## config.mk

```make
export PLATFORM = sky130hd
export DESIGN_NAME = square_gen_flat
export DESIGN_NICKNAME = d
export VERILOG_FILES = /design/src/rtl/square_gen_if.sv /design/src/rtl/square_gen.sv /design/src/flat_wrapper.sv
export SDC_FILE = /design/constraint.sdc
export NUM_CORES = 1
export LEC_CHECK = 0
export CORE_UTILIZATION = 30
export DETAILED_ROUTE_END_ITERATION = 10
export SYNTH_ARGS = -nofsm -noshare
export SYNTH_HDL_FRONTEND = slang
export SYNTH_SLANG_ARGS = --single-unit
```

## constraint.sdc

```tcl
create_clock -name clk -period 5.29 [get_ports clk]
set_clock_uncertainty 0.1 [all_clocks]
set_input_delay 1.058 -clock clk [delete_from_list [all_inputs] [get_ports clk]]
set_output_delay 1.058 -clock clk [all_outputs]
set_load 0.01 [all_outputs]
```

## src/rtl/square_gen_if.sv

```systemverilog
// Control, configuration and sample-stream bundle for the square_gen burst generator.
// The master drives start/stop and configuration; the slave returns the registered sample stream.
interface square_gen_if #(
  parameter int DAT_WIDTH = 18,
  parameter int CNT_WIDTH = 32
) ();
  logic                        start;
  logic                        stop;
  logic        [CNT_WIDTH-1:0] high_w;
  logic        [CNT_WIDTH-1:0] low_w;
  logic signed [DAT_WIDTH-1:0] amp_hi;
  logic signed [DAT_WIDTH-1:0] amp_lo;
  logic        [CNT_WIDTH-1:0] num_periods;
  logic signed [DAT_WIDTH-1:0] dat;
  logic                        pedge;
  logic                        nedge;
  logic                        busy;
  logic        [CNT_WIDTH-1:0] period_cnt;
  logic                        done;

  modport master (
    output start, stop, high_w, low_w, amp_hi, amp_lo, num_periods,
    input  dat, pedge, nedge, busy, period_cnt, done
  );

  modport slave (
    input  start, stop, high_w, low_w, amp_hi, amp_lo, num_periods,
    output dat, pedge, nedge, busy, period_cnt, done
  );
endinterface

```

## src/rtl/square_gen.sv

```systemverilog
// Burst square-wave generator: HIGH/LOW phases of programmable length and level,
// a finite or continuous number of periods, abortable by stop and restartable by start.
module square_gen #(
  parameter int DAT_WIDTH = 18,
  parameter int CNT_WIDTH = 32
) (
  input  logic        clk,
  input  logic        rst_n,
  square_gen_if.slave bus
);

  typedef enum logic [1:0] {IDLE, HIGH, LOW} state_t;

  state_t                      state, state_nxt;
  logic        [CNT_WIDTH-1:0] hw_q, hw_nxt;
  logic        [CNT_WIDTH-1:0] lw_q, lw_nxt;
  logic        [CNT_WIDTH-1:0] np_q, np_nxt;
  logic signed [DAT_WIDTH-1:0] ah_q, ah_nxt;
  logic signed [DAT_WIDTH-1:0] al_q, al_nxt;
  logic        [CNT_WIDTH-1:0] ph_cnt, ph_nxt;
  logic        [CNT_WIDTH-1:0] pc_p1, pc_nxt;
  logic signed [DAT_WIDTH-1:0] dat_p1, dat_nxt;
  logic                        pedge_p1, pedge_nxt;
  logic                        nedge_p1, nedge_nxt;
  logic                        busy_p1, busy_nxt;
  logic                        done_p1, done_nxt;
  logic                        go, abort;
  logic        [CNT_WIDTH-1:0] pc_inc;

  // A zero-length phase would never terminate, so it is clamped to one cycle.
  function automatic logic [CNT_WIDTH-1:0] min_one(input logic [CNT_WIDTH-1:0] w);
    return (w == '0) ? CNT_WIDTH'(1) : w;
  endfunction

  assign go     = bus.start & ~bus.stop;
  assign abort  = bus.stop & (state != IDLE);
  assign pc_inc = pc_p1 + CNT_WIDTH'(1);

  always_comb begin
    state_nxt = state;
    hw_nxt    = hw_q;
    lw_nxt    = lw_q;
    np_nxt    = np_q;
    ah_nxt    = ah_q;
    al_nxt    = al_q;
    ph_nxt    = ph_cnt;
    pc_nxt    = pc_p1;
    dat_nxt   = dat_p1;
    pedge_nxt = 1'b0;
    nedge_nxt = 1'b0;
    done_nxt  = 1'b0;

    if (abort) begin
      state_nxt = IDLE;
      dat_nxt   = al_q;
      done_nxt  = 1'b1;
    end else if (go) begin
      hw_nxt    = min_one(bus.high_w);
      lw_nxt    = min_one(bus.low_w);
      np_nxt    = bus.num_periods;
      ah_nxt    = bus.amp_hi;
      al_nxt    = bus.amp_lo;
      state_nxt = HIGH;
      dat_nxt   = bus.amp_hi;
      pedge_nxt = 1'b1;
      ph_nxt    = CNT_WIDTH'(1);
      pc_nxt    = '0;
    end else begin
      case (state)
        HIGH: begin
          if (ph_cnt == hw_q) begin
            state_nxt = LOW;
            dat_nxt   = al_q;
            nedge_nxt = 1'b1;
            ph_nxt    = CNT_WIDTH'(1);
          end else begin
            ph_nxt = ph_cnt + CNT_WIDTH'(1);
          end
        end
        LOW: begin
          if (ph_cnt == lw_q) begin
            pc_nxt = pc_inc;
            // num_periods of zero means run until stopped; pc simply wraps.
            if ((np_q != '0) && (pc_inc == np_q)) begin
              state_nxt = IDLE;
              dat_nxt   = al_q;
              done_nxt  = 1'b1;
            end else begin
              state_nxt = HIGH;
              dat_nxt   = ah_q;
              pedge_nxt = 1'b1;
              ph_nxt    = CNT_WIDTH'(1);
            end
          end else begin
            ph_nxt = ph_cnt + CNT_WIDTH'(1);
          end
        end
        default: ;
      endcase
    end

    busy_nxt = (state_nxt != IDLE);
  end

  // Output stage: every output is a register loaded from the next-state logic.
  always_ff @(posedge clk or negedge rst_n) begin
    if (!rst_n) begin
      state    <= IDLE;
      hw_q     <= '0;
      lw_q     <= '0;
      np_q     <= '0;
      ah_q     <= '0;
      al_q     <= '0;
      ph_cnt   <= '0;
      pc_p1    <= '0;
      dat_p1   <= '0;
      pedge_p1 <= 1'b0;
      nedge_p1 <= 1'b0;
      busy_p1  <= 1'b0;
      done_p1  <= 1'b0;
    end else begin
      state    <= state_nxt;
      hw_q     <= hw_nxt;
      lw_q     <= lw_nxt;
      np_q     <= np_nxt;
      ah_q     <= ah_nxt;
      al_q     <= al_nxt;
      ph_cnt   <= ph_nxt;
      pc_p1    <= pc_nxt;
      dat_p1   <= dat_nxt;
      pedge_p1 <= pedge_nxt;
      nedge_p1 <= nedge_nxt;
      busy_p1  <= busy_nxt;
      done_p1  <= done_nxt;
    end
  end

  assign bus.dat        = dat_p1;
  assign bus.pedge      = pedge_p1;
  assign bus.nedge      = nedge_p1;
  assign bus.busy       = busy_p1;
  assign bus.period_cnt = pc_p1;
  assign bus.done       = done_p1;

endmodule

```

## src/flat_wrapper.sv

```systemverilog
// flat-port wrapper written by rule: the top's interface ports become plain ports
module square_gen_flat 
#(
  parameter int DAT_WIDTH = 18,
  parameter int CNT_WIDTH = 32
)
  (clk, rst_n, bus_start, bus_stop, bus_high_w, bus_low_w, bus_amp_hi, bus_amp_lo, bus_num_periods, bus_dat, bus_pedge, bus_nedge, bus_busy, bus_period_cnt, bus_done);
  square_gen_if #(.DAT_WIDTH(DAT_WIDTH), .CNT_WIDTH(CNT_WIDTH)) bus_i ();
  input  logic clk;
  input  logic rst_n;
  input wire logic [$bits(bus_i.start)-1:0] bus_start;
  input wire logic [$bits(bus_i.stop)-1:0] bus_stop;
  input wire logic [$bits(bus_i.high_w)-1:0] bus_high_w;
  input wire logic [$bits(bus_i.low_w)-1:0] bus_low_w;
  input wire logic [$bits(bus_i.amp_hi)-1:0] bus_amp_hi;
  input wire logic [$bits(bus_i.amp_lo)-1:0] bus_amp_lo;
  input wire logic [$bits(bus_i.num_periods)-1:0] bus_num_periods;
  output wire logic [$bits(bus_i.dat)-1:0] bus_dat;
  output wire logic [$bits(bus_i.pedge)-1:0] bus_pedge;
  output wire logic [$bits(bus_i.nedge)-1:0] bus_nedge;
  output wire logic [$bits(bus_i.busy)-1:0] bus_busy;
  output wire logic [$bits(bus_i.period_cnt)-1:0] bus_period_cnt;
  output wire logic [$bits(bus_i.done)-1:0] bus_done;
  assign bus_i.start = bus_start;
  assign bus_i.stop = bus_stop;
  assign bus_i.high_w = bus_high_w;
  assign bus_i.low_w = bus_low_w;
  assign bus_i.amp_hi = bus_amp_hi;
  assign bus_i.amp_lo = bus_amp_lo;
  assign bus_i.num_periods = bus_num_periods;
  assign bus_dat = bus_i.dat;
  assign bus_pedge = bus_i.pedge;
  assign bus_nedge = bus_i.nedge;
  assign bus_busy = bus_i.busy;
  assign bus_period_cnt = bus_i.period_cnt;
  assign bus_done = bus_i.done;
  square_gen #(.DAT_WIDTH(DAT_WIDTH), .CNT_WIDTH(CNT_WIDTH)) u_core (.clk(clk), .rst_n(rst_n), .bus(bus_i));
endmodule
```

==> results.json <==
{
  "status": "completed",
  "first_iter_violations": 973,
  "synth.area.top_cells": "dfrtp_1 (46%), nand2_1 (15%), xnor2_1 (4.3%)",
  "worst-path-buf-inv": 0,
  "pin_count": 190,
  "dpl-instance-area_sq_um": 14160,
  "synth_fa_ha_area_share_pct": 0.5261,
  "port_buffers": 189,
  "ctsHtreeMaxLevel": 1,
  "antenna_found_initial": 0,
  "cts_buffers": 27,
  "ant_nets": 0,
  "cp.required_ns": 5.64,
  "synth_compound_area_share_pct": 12.89,
  "wl_per_cell_microns": 18.06,
  "fp-row-count": 72,
  "cts_max_path_buffers": 3,
  "setup_slack_ns": 1.103,
  "synth_nets": 1546,
  "synth_top_cell_area_share_pct": 46.30,
  "cts_setup_buffers": 0,
  "period_needed_ns": 4.188,
  "rsz0062_at_grt": "false",
  "grt-ovfl-total": 0,
  "total_power_mw": 4.736,
  "drc_errors": 0,
  "track_usage_pct": 18.39,
  "worst_setup_path_start_kind": "flop",
  "synth-seq-cells": 220,
  "synth_top_area_cell": "dfrtp_1",
  "synthMuxAreaShare_pct": 0.2631,
  "yosys_warnings": 0,
  "p_leak_nw": 6.555,
  "drive_above_1_share_pct": 4.965,
  "endpoint_kind": "flop",
  "synth_top_family_by_area": "simple AND/OR/NAND/NOR gates",
  "die_area_sq_um": 40430,
  "wl_mm": 37.36,
  "worst_pin_slew_ns": 1.103,
  "synth-edff-count": 0,
  "final_nets": 1675,
  "hold_slack_ns": 0.3748,
  "clkLatencyLatePin_ns": 0.57,
  "critPathKind": "reg -> reg",
  "maxCapViolations": 0,
  "crit_slowest_cell": "and3_1",
  "crit_chain": "ha_1 -> nand3_2 -> nor4_2 -> a21boi_0 -> or3_1 -> a31o_1 -> a211oi_2 -> and3_1 -> o21ai_4 -> mux2_2",
  "finalSetupViolCount": 0,
  "fp.dieW_microns": 201.1,
  "cts_tree": "built",
  "gp_congestion": 0.8770,
  "vias": 10813,
  "finalInstanceArea_sq_um": 15020,
  "post-route-period-util_pct": 79.16,
  "synthXorXnorAreaFrac_pct": 7.661,
  "hold_violations": 0,
  "viasPerCell": 5.226,
  "syn_avg_cell_area_sq_um": 8.463,
  "final_cell_count_no_fill": 2069,
  "antenna_cells": 0,
  "critical-path-top-delay-family": "simple AND/OR/NAND/NOR gates",
  "postCtsHoldBufs": 0,
  "hp-class": "reg -> reg",
  "slew_viol_final": 0,
  "pre_cts_slack_ns": 1.154,
  "power_density_nw_per_um2": 315.3,
  "worstPathMaxFanout": 15,
  "placed_cells": 2023,
  "slew-limit-headroom_pct": 26.45,
  "cts.clk_slew.worst_paths_ns": 0.06,
  "syn_area_sq_um": 11890,
  "clockRootBuffer": "clkbuf_16",
  "async_flop_share_pct": 100.0,
  "synth_ff_type": "dfrtp_1",
  "ctsResizeCount": 0,
  "dieHeight_microns": 201.1,
  "drtPass1Iterations": 9,
  "grt_first_pass_wirelength_mm": 59.84,
  "core_sq_um": 38830,
  "area_growth_pct": 26.35,
  "yosys.area_share.simple_pct": 28.29,
  "max_freq_mhz": 238.8,
  "peakVddDrop_mv": 0.1821,
  "clock-sinks": 220,
  "synth_cell_types": 68,
  "n_fill_cell": 3893,
  "ys_seq_area_share_pct": 46.30,
  "dpl.hpwl_mm": 25.41,
  "initial_core_util_pct": 30.62,
  "grt_pass1_vias": 10621,
  "grt_max_degree": 157,
  "slowest_delay_ns": 0.71,
  "final_core_util_pct": 38.69,
  "cp.arrival_ns": 4.54,
  "fin_tns_setup_ns": 0,
  "syn_inst": 1405
}
==> placed cells by master (no fill, tap or decap), types with 4 or more instances in the layout <==
cell type / count
a21o_1: 9
a21oi_1: 20
a222oi_1: 18
a31oi_1: 13
and2_1: 4
and3_1: 17
and4_1: 5
buf_4: 12
clkbuf_1: 7
clkbuf_16: 27
clkbuf_8: 6
clkdlybuf4s50_1: 188
dfrtp_1: 220
ha_1: 5
inv_1: 15
nand2_1: 461
nand3_1: 42
nand4_1: 51
nor2_1: 52
nor2b_1: 8
nor3_1: 18
nor4_1: 41
o211ai_1: 26
o21ai_0: 53
o21ai_1: 14
o311ai_1: 17
o31ai_1: 22
o41ai_1: 8
or3_1: 4
xnor2_1: 59
xor2_1: 45
==> Yosys cell counts (18+ instances only) <==
cell type	number
nand3_1	42
nand2_1	461
nor3_1	18
a21oi_1	20
nor2_1	53
clkbuf_1	82
nor4_1	41
xnor2_1	59
xor2_1	45
dfrtp_1	220
a222oi_1	18
o31ai_1	22
nand4_1	51
o211ai_1	26
o21ai_0	54
==> power by group <==
| group | internal [mW] | leakage [nW] | total [mW] | switching (mW) |
|---|---|---|---|---|
| combinational | 0.403 | 3.33 | 0.821 | 0.419 |
| clock | 1.07 | 0.421 | 1.83 | 0.753 |
| sequential | 1.88 | 2.80 | 2.09 | 0.210 |
==> layout make-up <==
| cell class | count | area, sq um | area share [%] |
|---|---|---|---|
| Clock inverter | 6 | 80.08 | 0.5330 |
| Inverter | 15 | 56.30 | 0.3748 |
| Clock buffer | 40 | 784.5 | 5.222 |
| Multi-Input combinational cell | 1067 | 5922 | 39.42 |
| Tap cell | 518 | 648.1 | 4.314 |
| Sequential cell | 220 | 5505 | 36.65 |
| Timing Repair Buffer | 203 | 2027 | 13.49 |
==> routing by layer <==
metal	GRT usage [%]	part of all wire, %	up-vias	wire length, microns
li1	-	-	5151	-
met1	26.21	46	5216	17290
met5	0	0	-	0
met4	5.398	2.7	0	991
met3	3.052	5.9	62	2192
met2	28.46	45	384	16890
==> worst reg2reg max path, cell delays in order (launching register included) <==
cell and delay [ns]:
dfrtp_1 0.49, ha_1 0.35, nand3_2 0.32, nor4_2 0.56, a21boi_0 0.16, or3_1 0.37
a31o_1 0.24, a211oi_2 0.25, and3_1 0.71, o21ai_4 0.20, mux2_2 0.33
==> cell families after synthesis <==
family / Yosys count
simple gates: 734
flops: 220
compound gates: 221
mux: 3
xor+xnor: 104
buf+inv: 118
fa+ha+maj: 5
==> sequential cells by signal (all words and copies together), names as in the netlist <==
register / cells
u_core.ah_q: 18
u_core.al_q: 18
u_core.bus.busy: 1
u_core.bus.dat: 18
u_core.bus.done: 1
u_core.bus.nedge: 1
u_core.bus.pedge: 1
u_core.bus.period_cnt: 32
u_core.hw_q: 32
u_core.lw_q: 32
u_core.np_q: 32
u_core.ph_cnt: 32
u_core.state: 2
==> worst paths after layout <==
path | depth (start not counted) | slack, ns | to | start
hold reg to reg | 2 | 0.37 | u_core.ah_q[3]$_DFFE_PN0P_ | u_core.ah_q[3]$_DFFE_PN0P_
hold / removal | 2 | 0.37 | u_core.ah_q[3]$_DFFE_PN0P_ | u_core.ah_q[3]$_DFFE_PN0P_
setup / recovery | 10 | 1.10 | u_core.ph_cnt[0]$_DFFE_PN0P_ | u_core.bus.period_cnt[0]$_DFFE_PN0P_
min in group asynchronous | 1 | 0.49 | u_core.np_q[3]$_DFFE_PN0P_ | rst_n
max in group asynchronous | 2 | 3.55 | u_core.ah_q[9]$_DFFE_PN0P_ | rst_n
setup reg to reg | 10 | 1.10 | u_core.ph_cnt[0]$_DFFE_PN0P_ | u_core.bus.period_cnt[0]$_DFFE_PN0P_
(Power assumes the default switching activity.)
